===== config.mk =====
export PLATFORM = sky130hd
export DESIGN_NAME = mips_seq_shifter
export DESIGN_NICKNAME = d
export VERILOG_FILES = /design/src/rtl/mips_seq_shifter.sv
export SDC_FILE = /design/constraint.sdc
export NUM_CORES = 1
export LEC_CHECK = 0
export BUFFER_PORTS_ARGS = -buffer_cell sky130_fd_sc_hd__buf_4
export CORE_MARGIN = 8
export CORE_UTILIZATION = 55
export DETAILED_ROUTE_END_ITERATION = 16
export PLACE_DENSITY_LB_ADDON = 0.1
export SLEW_MARGIN = 20
export SYNTH_ARGS = -nofsm -noshare
export SYNTH_HDL_FRONTEND = slang
export SYNTH_SLANG_ARGS = --single-unit

===== constraint.sdc =====
create_clock -name clk -period 3.65 [get_ports clk]
set_input_delay 0.1825 -clock clk [delete_from_list [all_inputs] [get_ports clk]]
set_output_delay 0.1825 -clock clk [all_outputs]
set_load 0.005 [all_outputs]

===== src/rtl/mips_seq_shifter.sv =====
// Multi-cycle shifter for the MIPS EX stage: SLL/SRL/SRA (and optional ROTR), at most STEP bits per cycle.
// Optional rotate-right on op=11 is enabled by defining MIPS_SEQ_SHIFTER_ROTATE_EN; otherwise op=11 acts as SRL.
module mips_seq_shifter #(
  parameter int WIDTH   = 32,
  parameter int SHAMT_W = 5,
  parameter int STEP    = 4
) (
  input  logic               clk,
  input  logic               reset,
  input  logic               start,
  input  logic [1:0]         op,
  input  logic [SHAMT_W-1:0] shamt,
  input  logic [WIDTH-1:0]   data_in,
  output logic               busy,
  output logic               done,
  output logic [WIDTH-1:0]   data_out
);

  // One extra bit so that STEP==WIDTH and WIDTH-amt are representable.
  localparam int CNT_W = SHAMT_W + 1;
  localparam logic [CNT_W-1:0] STEP_C  = CNT_W'(STEP);
  localparam logic [CNT_W-1:0] WIDTH_C = CNT_W'(WIDTH);

  typedef enum logic [1:0] {
    S_IDLE,
    S_SHIFT,
    S_DONE
  } state_t;

  state_t           state;
  logic [1:0]       op_q;
  logic [CNT_W-1:0] remaining;
  logic [WIDTH-1:0] work;

  logic [CNT_W-1:0] amt;
  logic [CNT_W-1:0] rem_next;
  logic [WIDTH-1:0] work_next;
  logic             accept;

  // Partial shift of v by a; SRA keeps the sign because work keeps its MSB.
  function automatic logic [WIDTH-1:0] shift_step(
    input logic [WIDTH-1:0] v,
    input logic [1:0]       mode,
    input logic [CNT_W-1:0] a
  );
    logic signed [WIDTH-1:0] sv;
    logic [WIDTH-1:0]        r;
    sv = v;
    case (mode)
      2'b00:   r = v << a;
      2'b10:   r = $unsigned(sv >>> a);
`ifdef MIPS_SEQ_SHIFTER_ROTATE_EN
      2'b11:   r = (v >> a) | (v << (WIDTH_C - a));
`else
      2'b11:   r = v >> a;
`endif
      default: r = v >> a;
    endcase
    return r;
  endfunction

  always_comb begin
    amt       = (remaining > STEP_C) ? STEP_C : remaining;
    rem_next  = remaining - amt;
    work_next = shift_step(work, op_q, amt);
    accept    = start && (state == S_IDLE || state == S_DONE);
  end

  // Control and result register.
  always_ff @(posedge clk) begin
    if (reset) begin
      state     <= S_IDLE;
      busy      <= 1'b0;
      done      <= 1'b0;
      data_out  <= '0;
      remaining <= '0;
      op_q      <= 2'b00;
    end else begin
      done <= 1'b0;
      busy <= 1'b0;
      case (state)
        S_IDLE, S_DONE: begin
          if (accept) begin
            op_q      <= op;
            remaining <= {1'b0, shamt};
            if (shamt == '0) begin
              data_out <= data_in;
              done     <= 1'b1;
              state    <= S_DONE;
            end else begin
              busy  <= 1'b1;
              state <= S_SHIFT;
            end
          end else begin
            state <= S_IDLE;
          end
        end
        S_SHIFT: begin
          remaining <= rem_next;
          if (rem_next == '0) begin
            data_out <= work_next;
            done     <= 1'b1;
            state    <= S_DONE;
          end else begin
            busy <= 1'b1;
          end
        end
        default: state <= S_IDLE;
      endcase
    end
  end

  // Work register is pure datapath; its content is irrelevant outside SHIFT.
  always_ff @(posedge clk) begin
    if (accept) begin
      work <= data_in;
    end else if (state == S_SHIFT) begin
      work <= work_next;
    end
  end

endmodule


# ---- After elaboration in Yosys (flattened, before gate mapping)
# Cells that the tools add are included.
dict set report totals {
  wordCells 52
  input_bits 42
  out_inout_bits 34
  register_bits 76
}
dict set report classes {
  n_eq_ne 6
  mux 22
  magnitude_cmp 1
  n_shift 3
  n_reduce_logical 12
  add_sub_neg 1
}
# op count
set op_table {}
lappend op_table {{2-to-1 mux 32 bit} 5}
lappend op_table {{case mux 32 bit (2 select lines)} 2}
lappend op_table {{<< shifter 32 x 6 -> 32 bit} 1}
lappend op_table {{>> shifter 32 x 6 -> 32 bit} 1}
lappend op_table {{>>> shifter 32 x 6 -> 32 bit} 1}
lappend op_table {{2-to-1 mux 6 bit} 2}
lappend op_table {{case mux 6 bit (2 select lines)} 1}
lappend op_table {{> comparator 6 x 3 -> 1 bit (second input constant)} 1}
lappend op_table {{logical NOT 6 bit} 1}
lappend op_table {{2-to-1 mux 1 bit} 6}
lappend op_table {{2-to-1 mux 2 bit} 3}
lappend op_table {{inequality test 2 bit (second input constant)} 3}
lappend op_table {{subtractor 6 bit} 1}
lappend op_table {{logical NOT 5 bit} 1}
lappend op_table {{equality test 2 bit (second input constant)} 2}
lappend op_table {{logical NOT 2 bit} 2}
lappend op_table {{case mux 1 bit (2 select lines)} 2}
lappend op_table {{case mux 2 bit (2 select lines)} 1}
lappend op_table {{AND reduction 2 bit} 2}
lappend op_table {{AND reduction 4 bit} 1}
lappend op_table {{nonzero test 2 bit} 2}
lappend op_table {{equality test 2 x 1 -> 1 bit (second input constant)} 1}
lappend op_table {{OR reduction 2 bit} 1}
lappend op_table {{logical AND 1 bit} 1}
lappend op_table {{logical OR 1 bit} 1}

# ---- Logic depth before layout (Yosys ltp)
dict set report depth {
  word_depth 6
  ltp_mapped 14
  mapped_depth_nobuf 9
}

# ---- Worst setup path before layout
# Ideal clock, no wire load.
dict set report synth_path {
  kind {register -> register}
  start {reg remaining[4]}
  end {reg data_out[8]}
  setup_time_ns 0.079
  synth_period_minus_slack_ns 2.909
  path_stages_with_launch 15
  n_path_buf 5
  slack_ns 0.741
  t_arrival_ns 2.830
  cell_sequence {dfxtp_1 buf_6 or4_1 buf_2 buf_6 clkbuf_1 nand2_1 ha_1 nor3b_1 o311ai_2 and2_1 buf_2 nor3_2 nand2_1 o211ai_1}
}
dict set report synth_between {
  elab_chain_cells 6
  word_cells_on_any_way 12
  cone_classes {add/sub: 1; order compare: 1; eq/ne: 1; shift: 3; mux: 4; reduce/logical: 2}
}
# element line_no
set synth_rtl {}
lappend synth_rtl {{start: declaration} 32} ;# logic [CNT_W-1:0] remaining;
lappend synth_rtl {{start signal: assignment} 85} ;# remaining <= {1'b0, shamt};
lappend synth_rtl {{start signal: assignment} 99} ;# remaining <= rem_next;
lappend synth_rtl {{> comparator 6 x 3 -> 1 bit} 63} ;# amt = (remaining > STEP_C) ? STEP_C : remaining;
lappend synth_rtl {{2-to-1 mux 6 bit} 63}
lappend synth_rtl {{>> shifter 32 x 6 -> 32 bit, or another cell as far along} {55, 57}}
lappend synth_rtl {{case mux 32 bit (2 select lines) / logical NOT 6 bit (equally long branches)} {49, 100}}
lappend synth_rtl {{2-to-1 mux 32 bit / inequality test 2 bit (equally long branches)} n/a}
lappend synth_rtl {{case mux 32 bit (2 select lines) / AND reduction 4 bit (equally long branches)} n/a}
lappend synth_rtl {{end signal: assignment} 87} ;# data_out <= data_in;
lappend synth_rtl {{end signal: assignment} 101} ;# data_out <= work_next;
lappend synth_rtl {{end: declaration} 16} ;# output logic [WIDTH-1:0] data_out
# Parallel ways exist; a longest one is shown, timed or not. The select of a mux whose other input is x is not followed.
# A chain may end at the register's enable or synchronous reset.

# ---- Worst setup path after layout
dict set report layout_path {
  start {reg remaining[0]}
  end {reg work[7] (data pin)}
}
dict set report layout_between {
  elab_chain_cells 6
  word_cells_on_any_way 8
  cone_classes {order compare: 1; shift: 3; mux: 4}
}
# element line_no
set layout_rtl {}
lappend layout_rtl {{> comparator 6 x 3 -> 1 bit} 63}
lappend layout_rtl {{2-to-1 mux 6 bit (*)} 63}
lappend layout_rtl {{>> shifter 32 x 6 -> 32 bit, or another cell as far along} {55, 57}}
lappend layout_rtl {{case mux 32 bit (2 select lines) (*)} 49} ;# case (mode)
lappend layout_rtl {{2-to-1 mux 32 bit (*)} 117} ;# end else if (state == S_SHIFT) begin
lappend layout_rtl {{2-to-1 mux 32 bit (*)} 115} ;# if (accept) begin
lappend layout_rtl {{end signal: assignment} 116} ;# work <= data_in;
lappend layout_rtl {{end signal: assignment} 118} ;# work <= work_next;
lappend layout_rtl {{end: declaration} 33} ;# logic [WIDTH-1:0] work;
# Every way passes the cells marked *; elsewhere a longest branch is shown, timed or not. The select of a mux whose other input is x is not followed.

==> summary.txt <==
Synthesis
  – Post-synth top area cell: edfxtp_1
  – Top cells by area, synth: edfxtp_1 15%, dfxtp_1 14%, a21oi_1 5.8%
  – Main flop type after synthesis: dfxtp_1
  – Syn Nets: 836
  – Mapped Cells: 793
  – Most frequent cell after synthesis: nor2_1
  – Post-synth ARST share: 0%
  – Post-synth EDFFs: 32
  – #FFs+latches synth: 76
  – Synth Area per Inst: 7.82 µm²
  – Count of cell types in the netlist: 77
  – Yosys top cell area share: 15.5%
  – Synth Warn #: 0
  – Post-Syn Area: 6200 µm²
  – Sequential fraction of the synthesis area: 29.7%
  – Commonest cells in the netlist: 75 x nor2_1, 72 x a21oi_1, 69 x nand2_1, 57 x o21ai_0, 44 x dfxtp_1

Final layout
  – Area of the multi-input gates: 3940 µm²
  – Final core utilization: 64.8%
  – # diodes: 0
  – Post-route insts no fill: 969
  – Share of layout cells above drive strength 1: 20.0%
  – FF+latch area: 1840 µm²
  – Final nets: 867
  – Filler instances: 972
  – Design Area, Final: 7090 µm²
  – Area Growth Syn to Fin: 14.3%

Pwr
  – Power Density: 526 nW/µm²
  – Max IR drop VDD: 388 µV
  – Part of the power in registers: 34.1%
  – Sw Share: 41.1%
  – Pleak: 2.63 nW
  – Cell-internal power: 0.00219 W
  – P_sw: 0.00153 W
  – Combinational power share: 40.8%
  – Clk pwr share: 25.1%

Worst setup path
  – Worst reg2reg path startpoint: remaining[0]
  – Worst-path fanout max: 25
  – R2R cell count: 7
  – Setup crit end kind: register
  – CP required: 3.84 ns
  – Critical path origin: remaining[0]
  – Worst Setup EP: work[7]
  – CP arrival: 3.39 ns
  – Worst r2r dst: work[7]
  – Crit path kind: register to register
  – CP Launch Type: register
  – Worst reg2reg setup slack: 0.45 ns

Detailed routing
  – Pre-antenna DRT Iters: 7
  – Via count: 7,078
  – Final wirelength: 23,700 µm
  – DR iter-0 viols: 1,186
  – DRC: 0
  – Routed Antenna Nets: 0
  – Routed vias/inst: 7.30
  – Wire per inst: 24.4 µm

CTS
  – Max clock buf depth: 2
  – Post-CTS setup repair buffer count: 0
  – TritonCTS Buffers: 9
  – Worst skew pair latency: 0.33 ns
  – Post-CTS sizing: 0
  – Cts hold-fix bufs: 0
  – Clock tree root buffer cell: clkbuf_16
  – CTS tree: yes
  – H-tree Lvls: 3
  – Clock transition at path regs: 0.06 ns
  – Clk sinks: 76

Floorplanning
  – Initial Util: 56.7%
  – Std-Cell Rows: 38
  – Die Ht: 122 µm
  – Chip width: 122 µm
  – I/O pin count: 76
  – Full die area: 14,900 µm²
  – Core area: 10,900 µm²

STA
  – Max Slew Vio Count: 0
  – WHS: 0.105 ns
  – Least-Margin Pin Slew: 1.12 ns
  – Final Hold Vio Count: 0
  – Slew headroom: 25.0%
  – Final setup fails: 0
  – Fin crit share: 87.5%
  – Setup repair after global routing missed its margin: no
  – Min cycle time layout: 3.20 ns
  – Max Freq: 313 MHz
  – Setup Skew: 0.00953 ns
  – Fin Setup TNS: 0 ns

Place
  – Placed insts: 953
  – Dpl cell area: 6770 µm²
  – Number of port buffers: 75
  – DPL Wire Length: 16,500 µm
  – GPL Wtd Cong: 1.00

Global routing
  – Global routing usage on met3: 7.50%
  – Grt met1 use: 43.6%
  – First-pass GRT wire length: 36,300 µm
  – Tot GR Track Use: 30.7%
  – Largest net degree at the start of global routing: 50
  – Vias in the first global route: 6,506
  – GRT Max-Usage Layer: met2
  – Initial antenna violation count: 0
  – Gr ovfl total: 0
  – Global Route met2 Usage: 44.0%

Flow run
  – Max Cap Violations: 0

Worst hold path
  – Hold Crit Class: input port to register

Outcome
  – Run status: complete, no violations
[cell families (layout without fill, tap and decap cells)]
group | after synthesis | count (layout) | synth area share, %
AOI/OAI and AO/OA | 320 | 320 | 35.2
and+or+nand+nor | 271 | 271 | 21.8
muxes | 34 | 34 | 6.18
DFF | 76 | 76 | 29.7
buffers and inverters | 90 | 126 | 6.88
other | 1 | 1 | 0.0605
adders and majority gates | 1 | 1 | 0.202
[worst min path at each step]
stage / startpoint / to / slack [ns] / cells after the start
finish: op[1] / op_q[1] / 0.11 / 3
global route: shamt[0] / remaining[0] / 0.12 / 3
CTS: op[1] / op_q[1] / 0.10 / 3
detailed placement: data_in[9] / data_out[9] / 0.45 / 3
floorplan: op[0] / op_q[0] / 0.32 / 2
global placement: op[0] / op_q[0] / 0.43 / 3
[per-stage QoR]
step | setup WS (ns) | power [W]
after floorplan | 0.741 | 0.00221
after CTS | 0.611 | 0.00364
final | 0.455 | 0.00372
after global routing | 0.401 | 0.00385
after detailed placement | 0.627 | 0.00271
after global placement | 0.659 | 0.00270
[power groups by stage]
stage	registers (W)	logic (W)	clock network (W)
5_1_grt	0.00127	0.00161	0.000969
2_1_floorplan	0.00115	0.00105	0
3_5_place_dp	0.00126	0.00145	0
3_3_place_gp	0.00126	0.00144	0
6_report	0.00127	0.00152	0.000934
4_1_cts	0.00124	0.00146	0.000938
[per-layer routing]
layer / vias to the layer above / wire [µm]
met5: - / 0
met4: 0 / 556
met3: 66 / 3500
met2: 625 / 10100
met1: 3286 / 9560
li1: 3101 / -
[cell type report]
cell class	count	share of cell area, %
Tap cell	140	2.47
Inverter	9	0.477
Clock buffer	11	3.73
Multi-Input combinational cell	627	55.6
Clock inverter	5	0.812
Timing Repair Buffer	101	10.9
Sequential cell	76	26.0
[state kept, by name (all words and copies together), names as in the netlist]
name	cells
data_out	32
op_q	2
work	32
state	2
remaining	6
done	1
busy	1
[worst max-delay path, cell delays in order (launching register included)]
cell,delay (ns)
dfxtp_2,0.63
buf_4,0.42
nor2b_1,0.58
and2_1,0.46
a22o_1,0.19
o21ai_1,0.10
a31oi_1,0.42
mux2_2,0.26
[cells in the final DEF (no fill, tap or decap), types with 4 or more instances in the layout]
cell,count
dfxtp_1,43
clkbuf_16,10
inv_1,8
nand2b_1,7
a311oi_1,5
o21a_1,6
a211o_1,4
and3_1,10
nor2b_1,11
buf_4,100
nand3_1,38
o31ai_1,5
a32oi_1,7
mux2_2,14
a21oi_1,72
nor4b_1,4
o221ai_1,11
or3b_2,4
nand2_1,69
o211ai_1,20
a31oi_1,24
a22o_1,5
nor3_1,20
a221oi_1,5
o22ai_1,17
o21ai_0,57
mux2i_1,18
o21ai_1,12
a211oi_1,17
or3_1,4
a21o_1,12
nor2_1,74
edfxtp_1,32
Power figures use the tool's default switching activity.
